**config.mk**
```make
export PLATFORM = sky130hd
export DESIGN_NAME = async_fifo_wr_front
export DESIGN_NICKNAME = d
export VERILOG_FILES = /design/src/rtl/async_fifo_wr_front_pkg.sv /design/src/rtl/async_fifo_wr_front_skid_buf_2.sv /design/src/rtl/async_fifo_wr_front.sv
export SDC_FILE = /design/constraint.sdc
export NUM_CORES = 1
export LEC_CHECK = 0
export BUFFER_PORTS_ARGS = -buffer_cell sky130_fd_sc_hd__buf_2
export CAP_MARGIN = 5
export CORE_MARGIN = 2
export CORE_UTILIZATION = 45
export DETAILED_ROUTE_END_ITERATION = 7
export GPL_TIMING_DRIVEN = 0
export PLACE_DENSITY_LB_ADDON = 0.2
export SLEW_MARGIN = 10
export SYNTH_ARGS = -nofsm -noshare
export SYNTH_HDL_FRONTEND = slang
export SYNTH_HIERARCHICAL = 1
export SYNTH_SLANG_ARGS = --single-unit
export TNS_END_PERCENT = 1
```
**constraint.sdc**
```tcl
create_clock -name wclk -period 2.6 [get_ports wclk]
set_clock_uncertainty 0.2 [all_clocks]
set_input_delay 0.39 -clock wclk [delete_from_list [all_inputs] [get_ports wclk]]
set_output_delay 0.39 -clock wclk [all_outputs]
set_load 0.1 [all_outputs]
```
**src/rtl/async_fifo_wr_front_pkg.sv**
```systemverilog
// -----------------------------------------------------------------------------
// async_fifo_wr_front_pkg
// Shared types and helpers for the async-FIFO write-side ingress stage.
//   wr_front_state_e : occupancy of the 2-entry skid pipeline
//   CNTW_DEFAULT     : default width of the statistics counters
//   sat_inc_en       : increment-enable for a saturating counter
// -----------------------------------------------------------------------------
package async_fifo_wr_front_pkg;

   // Pipeline occupancy: EMPTY (nothing held), ONE (output register only),
   // TWO (output and skid registers both full, upstream is back-pressured).
   typedef enum logic [1:0] {
      EMPTY = 2'd0,
      ONE   = 2'd1,
      TWO   = 2'd2
   } wr_front_state_e;

   localparam int CNTW_DEFAULT = 16;

   // A saturating counter only steps when asked to and not already pinned at
   // all-ones; the caller supplies the all-ones compare for its own width.
   function automatic logic sat_inc_en(input logic inc, input logic atMax);
      return inc & ~atMax;
   endfunction

endpackage

```
**src/rtl/async_fifo_wr_front_skid_buf_2.sv**
```systemverilog
// -----------------------------------------------------------------------------
// skid_buf_2
// Two-entry valid/ready register pair. The head entry (output register) is
// presented downstream; a second (skid) entry absorbs one extra beat so that
// o_ready depends only on registered occupancy, never on i_take.
// Ports:
//   wclk, wrst_n : clock, asynchronous active-low reset
//   i_valid      : upstream beat valid
//   o_ready      : upstream ready (low only when both entries are full)
//   i_data       : upstream beat
//   i_take       : downstream consumes the head entry this cycle
//   o_valid      : head entry holds a beat
//   o_data       : head entry contents (0 after reset)
// -----------------------------------------------------------------------------
module skid_buf_2
   import async_fifo_wr_front_pkg::*;
#(
   parameter int W = 33
) (
   input  logic         wclk,
   input  logic         wrst_n,
   input  logic         i_valid,
   output logic         o_ready,
   input  logic [W-1:0] i_data,
   input  logic         i_take,
   output logic         o_valid,
   output logic [W-1:0] o_data
);

   wr_front_state_e r_state;
   wr_front_state_e w_stateNext;
   logic [W-1:0]    r_outData;
   logic [W-1:0]    r_skData;
   logic            w_fire;
   logic            w_take;
   logic            w_loadOut;
   logic            w_outFromSkid;
   logic            w_loadSkid;

   assign o_ready = (r_state != TWO);
   assign o_valid = (r_state != EMPTY);
   assign o_data  = r_outData;
   assign w_fire  = i_valid & o_ready;
   // A take is only meaningful when the head actually holds a beat.
   assign w_take  = i_take & o_valid;

   // Occupancy register.
   always_ff @(posedge wclk or negedge wrst_n) begin
      if (!wrst_n) begin
         r_state <= EMPTY;
      end else begin
         r_state <= w_stateNext;
      end
   end

   // Next occupancy and which data register loads from where. When a new beat
   // arrives in ONE while the head is being consumed, it goes straight into
   // the head register so the skid entry is only used under back-pressure.
   always_comb begin
      w_stateNext   = r_state;
      w_loadOut     = 1'b0;
      w_outFromSkid = 1'b0;
      w_loadSkid    = 1'b0;
      case (r_state)
         EMPTY: begin
            if (w_fire) begin
               w_loadOut   = 1'b1;
               w_stateNext = ONE;
            end
         end
         ONE: begin
            if (w_fire && w_take) begin
               w_loadOut = 1'b1;
            end else if (w_fire) begin
               w_loadSkid  = 1'b1;
               w_stateNext = TWO;
            end else if (w_take) begin
               w_stateNext = EMPTY;
            end
         end
         TWO: begin
            if (w_take) begin
               w_outFromSkid = 1'b1;
               w_stateNext   = ONE;
            end
         end
         default: begin
            w_stateNext = EMPTY;
         end
      endcase
   end

   // Data registers load only on their load strobes; reset to 0 so an idle
   // head never exposes unknown upstream data.
   always_ff @(posedge wclk or negedge wrst_n) begin
      if (!wrst_n) begin
         r_outData <= '0;
         r_skData  <= '0;
      end else begin
         if (w_loadOut) begin
            r_outData <= i_data;
         end else if (w_outFromSkid) begin
            r_outData <= r_skData;
         end
         if (w_loadSkid) begin
            r_skData <= i_data;
         end
      end
   end

endmodule

```
**src/rtl/async_fifo_wr_front.sv**
```systemverilog
// -----------------------------------------------------------------------------
// async_fifo_wr_front
// Write-side ingress stage in front of the async-FIFO write-pointer/full block.
// Turns a valid/ready beat stream into the FIFO's winc/wdata strobe, gated by
// the registered wfull, and keeps write-domain statistics.
// Ports:
//   wclk, wrst_n     : write clock, asynchronous active-low reset
//   s_valid/s_ready  : upstream beat handshake (s_ready is registered state)
//   s_data, s_last   : upstream payload and end-of-packet flag
//   wfull            : registered full flag from the write-pointer block
//   winc             : FIFO write strobe / memory write-enable
//   wdata            : {last, data} written with winc
//   clr_stats        : synchronous clear of all counters (wins over increments)
//   beat_cnt         : committed beats (wraps)
//   pkt_cnt          : committed beats with last set (wraps)
//   stall_cnt        : cycles a held beat was blocked by wfull (saturates)
// -----------------------------------------------------------------------------
module async_fifo_wr_front
   import async_fifo_wr_front_pkg::*;
#(
   parameter int DSIZE = 32,
   parameter int CNTW  = CNTW_DEFAULT
) (
   input  logic             wclk,
   input  logic             wrst_n,
   input  logic             s_valid,
   output logic             s_ready,
   input  logic [DSIZE-1:0] s_data,
   input  logic             s_last,
   input  logic             wfull,
   output logic             winc,
   output logic [DSIZE:0]   wdata,
   input  logic             clr_stats,
   output logic [CNTW-1:0]  beat_cnt,
   output logic [CNTW-1:0]  pkt_cnt,
   output logic [CNTW-1:0]  stall_cnt
);

   logic            w_outVld;
   logic [DSIZE:0]  w_outWord;
   logic            w_winc;
   logic            w_outLast;
   logic            w_stallInc;
   logic [CNTW-1:0] r_beatCnt;
   logic [CNTW-1:0] r_pktCnt;
   logic [CNTW-1:0] r_stallCnt;

   skid_buf_2 #(
      .W (DSIZE + 1)
   ) u_skid (
      .wclk    (wclk),
      .wrst_n  (wrst_n),
      .i_valid (s_valid),
      .o_ready (s_ready),
      .i_data  ({s_last, s_data}),
      .i_take  (w_winc),
      .o_valid (w_outVld),
      .o_data  (w_outWord)
   );

   // Commit only when the FIFO is not full, so winc can never coincide with
   // wfull regardless of the pointer block's own gating.
   assign w_winc     = w_outVld & ~wfull;
   assign w_outLast  = w_outWord[DSIZE];
   assign w_stallInc = sat_inc_en(w_outVld & wfull, &r_stallCnt);

   assign winc      = w_winc;
   assign wdata     = w_outWord;
   assign beat_cnt  = r_beatCnt;
   assign pkt_cnt   = r_pktCnt;
   assign stall_cnt = r_stallCnt;

   // Statistics: beat/packet counters wrap, the stall counter pins at
   // all-ones, and a clear request overrides any increment in that cycle.
   always_ff @(posedge wclk or negedge wrst_n) begin
      if (!wrst_n) begin
         r_beatCnt  <= '0;
         r_pktCnt   <= '0;
         r_stallCnt <= '0;
      end else if (clr_stats) begin
         r_beatCnt  <= '0;
         r_pktCnt   <= '0;
         r_stallCnt <= '0;
      end else begin
         r_beatCnt  <= r_beatCnt + CNTW'(w_winc);
         r_pktCnt   <= r_pktCnt + CNTW'(w_winc & w_outLast);
         r_stallCnt <= r_stallCnt + CNTW'(w_stallInc);
      end
   end

endmodule
```
==> qor.json <==
{
  "outcome": "finished clean",
  "critPathMaxFanout": 9,
  "fp.dieArea_sq_mm": 0.01310,
  "synthArstFlopShare_pct": 100.0,
  "cts.path.max_buffers": 2,
  "max_cap_viols": 0,
  "gr-usage-all-layers_pct": 20.20,
  "timing.final.crit_period_ps": 2451,
  "tritoncts.num_buffers": 17,
  "io_pins": 121,
  "clk_root_buffer_cell": "clkbuf_16",
  "cp_data_required_time_ps": 2730,
  "clock_latency_on_the_worst_skew_pair_ps": 410,
  "reg2reg_depth": 8,
  "dp_worst_setup_slack_ps": -43.58,
  "antennaDiodeCount": 0,
  "layout.cells.non_filler": 748,
  "firstDrtPassIters": 4,
  "number_of_port_buffers": 120,
  "globalRouteMet2Util_pct": 30.69,
  "number_of_cells_after_detailed_placement": 711,
  "final-setup-viol-count": 0,
  "finalWeightedCongestion": 0.7788,
  "fmaxAchievable_mhz": 407.9,
  "max-vdd-ir-drop_mv": 0.9504,
  "effective_utilization_at_floorplan_pct": 45.89,
  "synth.yosys.warnings": 6,
  "number_of_global_route_vias_before_repair": 3926,
  "cp_arrival_ps": 2580,
  "syn_area_sq_mm": 0.005489,
  "multi_input_comb_area_sq_mm": 0.002521,
  "critical_path.most_common_cell": "ha_4",
  "yosysSeqAreaShare_pct": 52.88,
  "synth_top_cells_by_area": "dfrtp_1 53%, mux2_4 8.2%, o221a_1 6.2%",
  "vias_per_cell": 5.495,
  "gr-usage-met1_pct": 27.26,
  "family_with_the_most_delay_on_the_worst_path": "simple AND/OR/NAND/NOR gates",
  "slowest_cell_delay_on_critical_path_ps": 500,
  "grt_overflow": 0,
  "total_via_count_after_detailed_routing": 4110,
  "half_perimeter_wire_length_of_the_detailed_placement_result_um": 8509,
  "detail-route-antenna-nets": 0,
  "std_cell_rows": 40,
  "chipWidth_um": 114.4,
  "synth_area_per_cell_sq_um": 12.39,
  "average_wire_length_per_cell_after_detail_routing_um": 17.13,
  "timing.critical_path.cells": "or2_2 -> nor2b_4 -> and2_1 -> ha_4 -> ha_4 -> nand4_4 -> or4_1 -> a21oi_1",
  "grt_antenna_before_repair": 0,
  "end_kind": "register",
  "timing.hold.worst.start": "s_data[26]",
  "tritoncts_clock_tree": "yes",
  "first_iter_violations": 253,
  "dominantRegCellSynth": "dfrtp_1",
  "timing.setup.critical_path_class": "reg2reg",
  "timing.hold.worst.class": "in2reg",
  "crit_path_top_delay_cell": "or4_1",
  "yosys_register_bits": 116,
  "fillerInstances": 977,
  "yosys.cell_types.count": 40,
  "post_layout_util_pct": 59.17,
  "grt.busiest_layer": "met2",
  "start_of_the_worst_register_to_register_path": "u_skid/r_state[1]",
  "clkTransAtPathRegs_ps": 50,
  "fp.coreArea_sq_mm": 0.01196,
  "detail_route.drc_violations": 0,
  "final_critical_path_setup_slack_ps": 148.6,
  "rrSetupSlack_ps": 150,
  "critical_path_source_type": "register",
  "syn_nets": 487,
  "power.leakage_nw": 3.167,
  "finalPower_mw": 9.298,
  "cell_taking_the_most_area_after_synthesis": "dfrtp_1",
  "global_route_wire_length_before_repair_um": 20400,
  "max_slew_margin_pct": 61.23,
  "clock_sink_count": 116,
  "hold_viol_final": 0,
  "final-seq-area_sq_mm": 0.002909,
  "synthCells": 443,
  "power.density_mw_per_mm2": 1314,
  "period_share_pct": 94.28,
  "edff_count_synth": 0,
  "maximum_number_of_pins_on_one_net_before_global_route_repair": 79,
  "critPathBufInv": 0,
  "hold_path_depth": 2,
  "synthToLayoutAreaGrowth_pct": 28.95,
  "endpoint_with_the_worst_hold_slack": "u_skid/r_skData[26]",
  "wl_um": 12820,
  "regToRegEndpoint": "pkt_cnt[10]",
  "synthDominantCellAreaShare_pct": 52.88,
  "count_of_final_max_slew_check_failures": 0,
  "nNetsFinal": 632,
  "gr-usage-met3_pct": 5.823,
  "cts.htree.levels": 4,
  "max_slew.worst_pin.slew_ps": 581.6,
  "y_dimension_of_the_die_um": 114.4,
  "drive_gt1_share_pct": 41.93
}
## layout by cell type (no fill, tap or decap), types with 3 or more instances in the layout
| master | instances |
|---|---|
| dfrtp_2 | 5 |
| clkinv_2 | 5 |
| o21ai_0 | 9 |
| nand4_2 | 3 |
| buf_2 | 124 |
| clkbuf_16 | 17 |
| a21oi_1 | 24 |
| xor2_1 | 7 |
| or3_1 | 9 |
| ha_4 | 3 |
| nor2b_1 | 15 |
| nor2_1 | 24 |
| dfrtp_1 | 111 |
| or2_2 | 4 |
| o31ai_1 | 12 |
| nor4_1 | 9 |
| or2_1 | 30 |
| nand4_1 | 7 |
| bufinv_16 | 4 |
| o221a_1 | 30 |
| nor4_2 | 4 |
| clkbuf_1 | 7 |
| or4_1 | 12 |
| xnor2_1 | 3 |
| inv_1 | 8 |
| nand4_4 | 3 |
| nand3_1 | 12 |
| o221a_2 | 3 |
| mux2_4 | 30 |
| buf_6 | 7 |
| mux2_2 | 14 |
| clkbuf_8 | 3 |
| nand2_1 | 11 |
| buf_4 | 5 |
## Yosys cell counts, drive strengths merged (9+ instances only)
cell type / count
a21oi: 24
or4: 12
o21ai: 10
mux2: 45
nor4: 13
o221a: 33
buf: 13
nand2: 13
nand3: 15
or2: 34
nand4: 13
or3: 9
nor2: 25
o31ai: 12
dfrtp: 116
nor2b: 18
## through the flow
step / TNS, ps / instance area (sq um) / hold WS [ps]
finish: 0 / 7078 / 22.16
global route: -29.09 / 7078 / 9.081
CTS: 0 / 7008 / 3.310
detailed placement: -66.97 / 6352 / 121.1
global placement: -61190 / 6319 / 282.0
floorplan: -4047 / 5534 / -105.6
## worst register-to-register path: stages, from the launching register on
cell	delay, ps
dfrtp_2	390
or2_2	130
nor2b_4	270
and2_1	230
ha_4	170
ha_4	160
nand4_4	160
or4_1	510
a21oi_1	150
## kinds of logic (layout without fill, tap and decap cells)
| family | Yosys count | count (layout) | share of synthesized area [%] |
|---|---|---|---|
| AO/OA/AOI/OAI | 80 | 80 | 11.83 |
| XOR/XNOR | 10 | 10 | 1.596 |
| AND/OR/NAND/NOR | 157 | 157 | 17.94 |
| flip-flops | 116 | 116 | 52.88 |
| multiplexers | 46 | 46 | 11.47 |
| adder cells (fa/ha/maj) | 6 | 6 | 1.368 |
| buffers and inverters | 28 | 186 | 2.918 |
## state kept, by name, summed over array words and instances (netlist names)
register         cells
pkt_cnt             16
u_skid/r_skData     33
u_skid/o_data       33
beat_cnt            16
u_skid/r_state       2
stall_cnt           16
## layer usage
| metal | up-vias | part of all wire (%) |
|---|---|---|
| li1 | 1932 | - |
| met1 | 2033 | 47 |
| met2 | 129 | 47 |
| met3 | 16 | 5.0 |
| met4 | 0 | 1.4 |
| met5 | - | 0 |
## area by class of cell
class | count | share of cell area, %
multi-input combinational | 299 | 35.62
inverter | 8 | 0.4243
sequential | 116 | 41.10
clock buffer | 22 | 6.700
tap | 147 | 2.599
buffer | 20 | 1.874
timing repair buffer | 126 | 9.528
clock inverter | 10 | 2.157
## report_power, final
group / leakage [nW] / internal, mW / switching, mW
Combinational: 1.42 / 1.17 / 2.96
Clock: 0.310 / 1.67 / 0.794
Sequential: 1.44 / 2.38 / 0.326
Total: 3.17 / 5.22 / 4.08
## worst max path at each step
stage	startpoint	end	depth (start not counted)
finish	u_skid/r_state[1]	pkt_cnt[10]	8
global route	u_skid/r_state[1]	pkt_cnt[10]	8
CTS	u_skid/r_state[1]	pkt_cnt[10]	8
detailed placement	u_skid/r_state[1]	pkt_cnt[15]	7
global placement	wrst_n	stall_cnt[4]	1
floorplan	u_skid/r_state[1]	pkt_cnt[10]	8
## repair_timing
item / 4_1_cts / 5_1_grt
resized for setup: 5 / 8
setup buffers: 0 / 4
cloned: 0 / 0
pin swaps: 0 / 1
hold buffers: 1 / 0
endpoints found under the setup margin: 4 / 15
endpoints found under the hold margin: 38 / 0
Note: power is estimated with default switching activity, not from simulation.
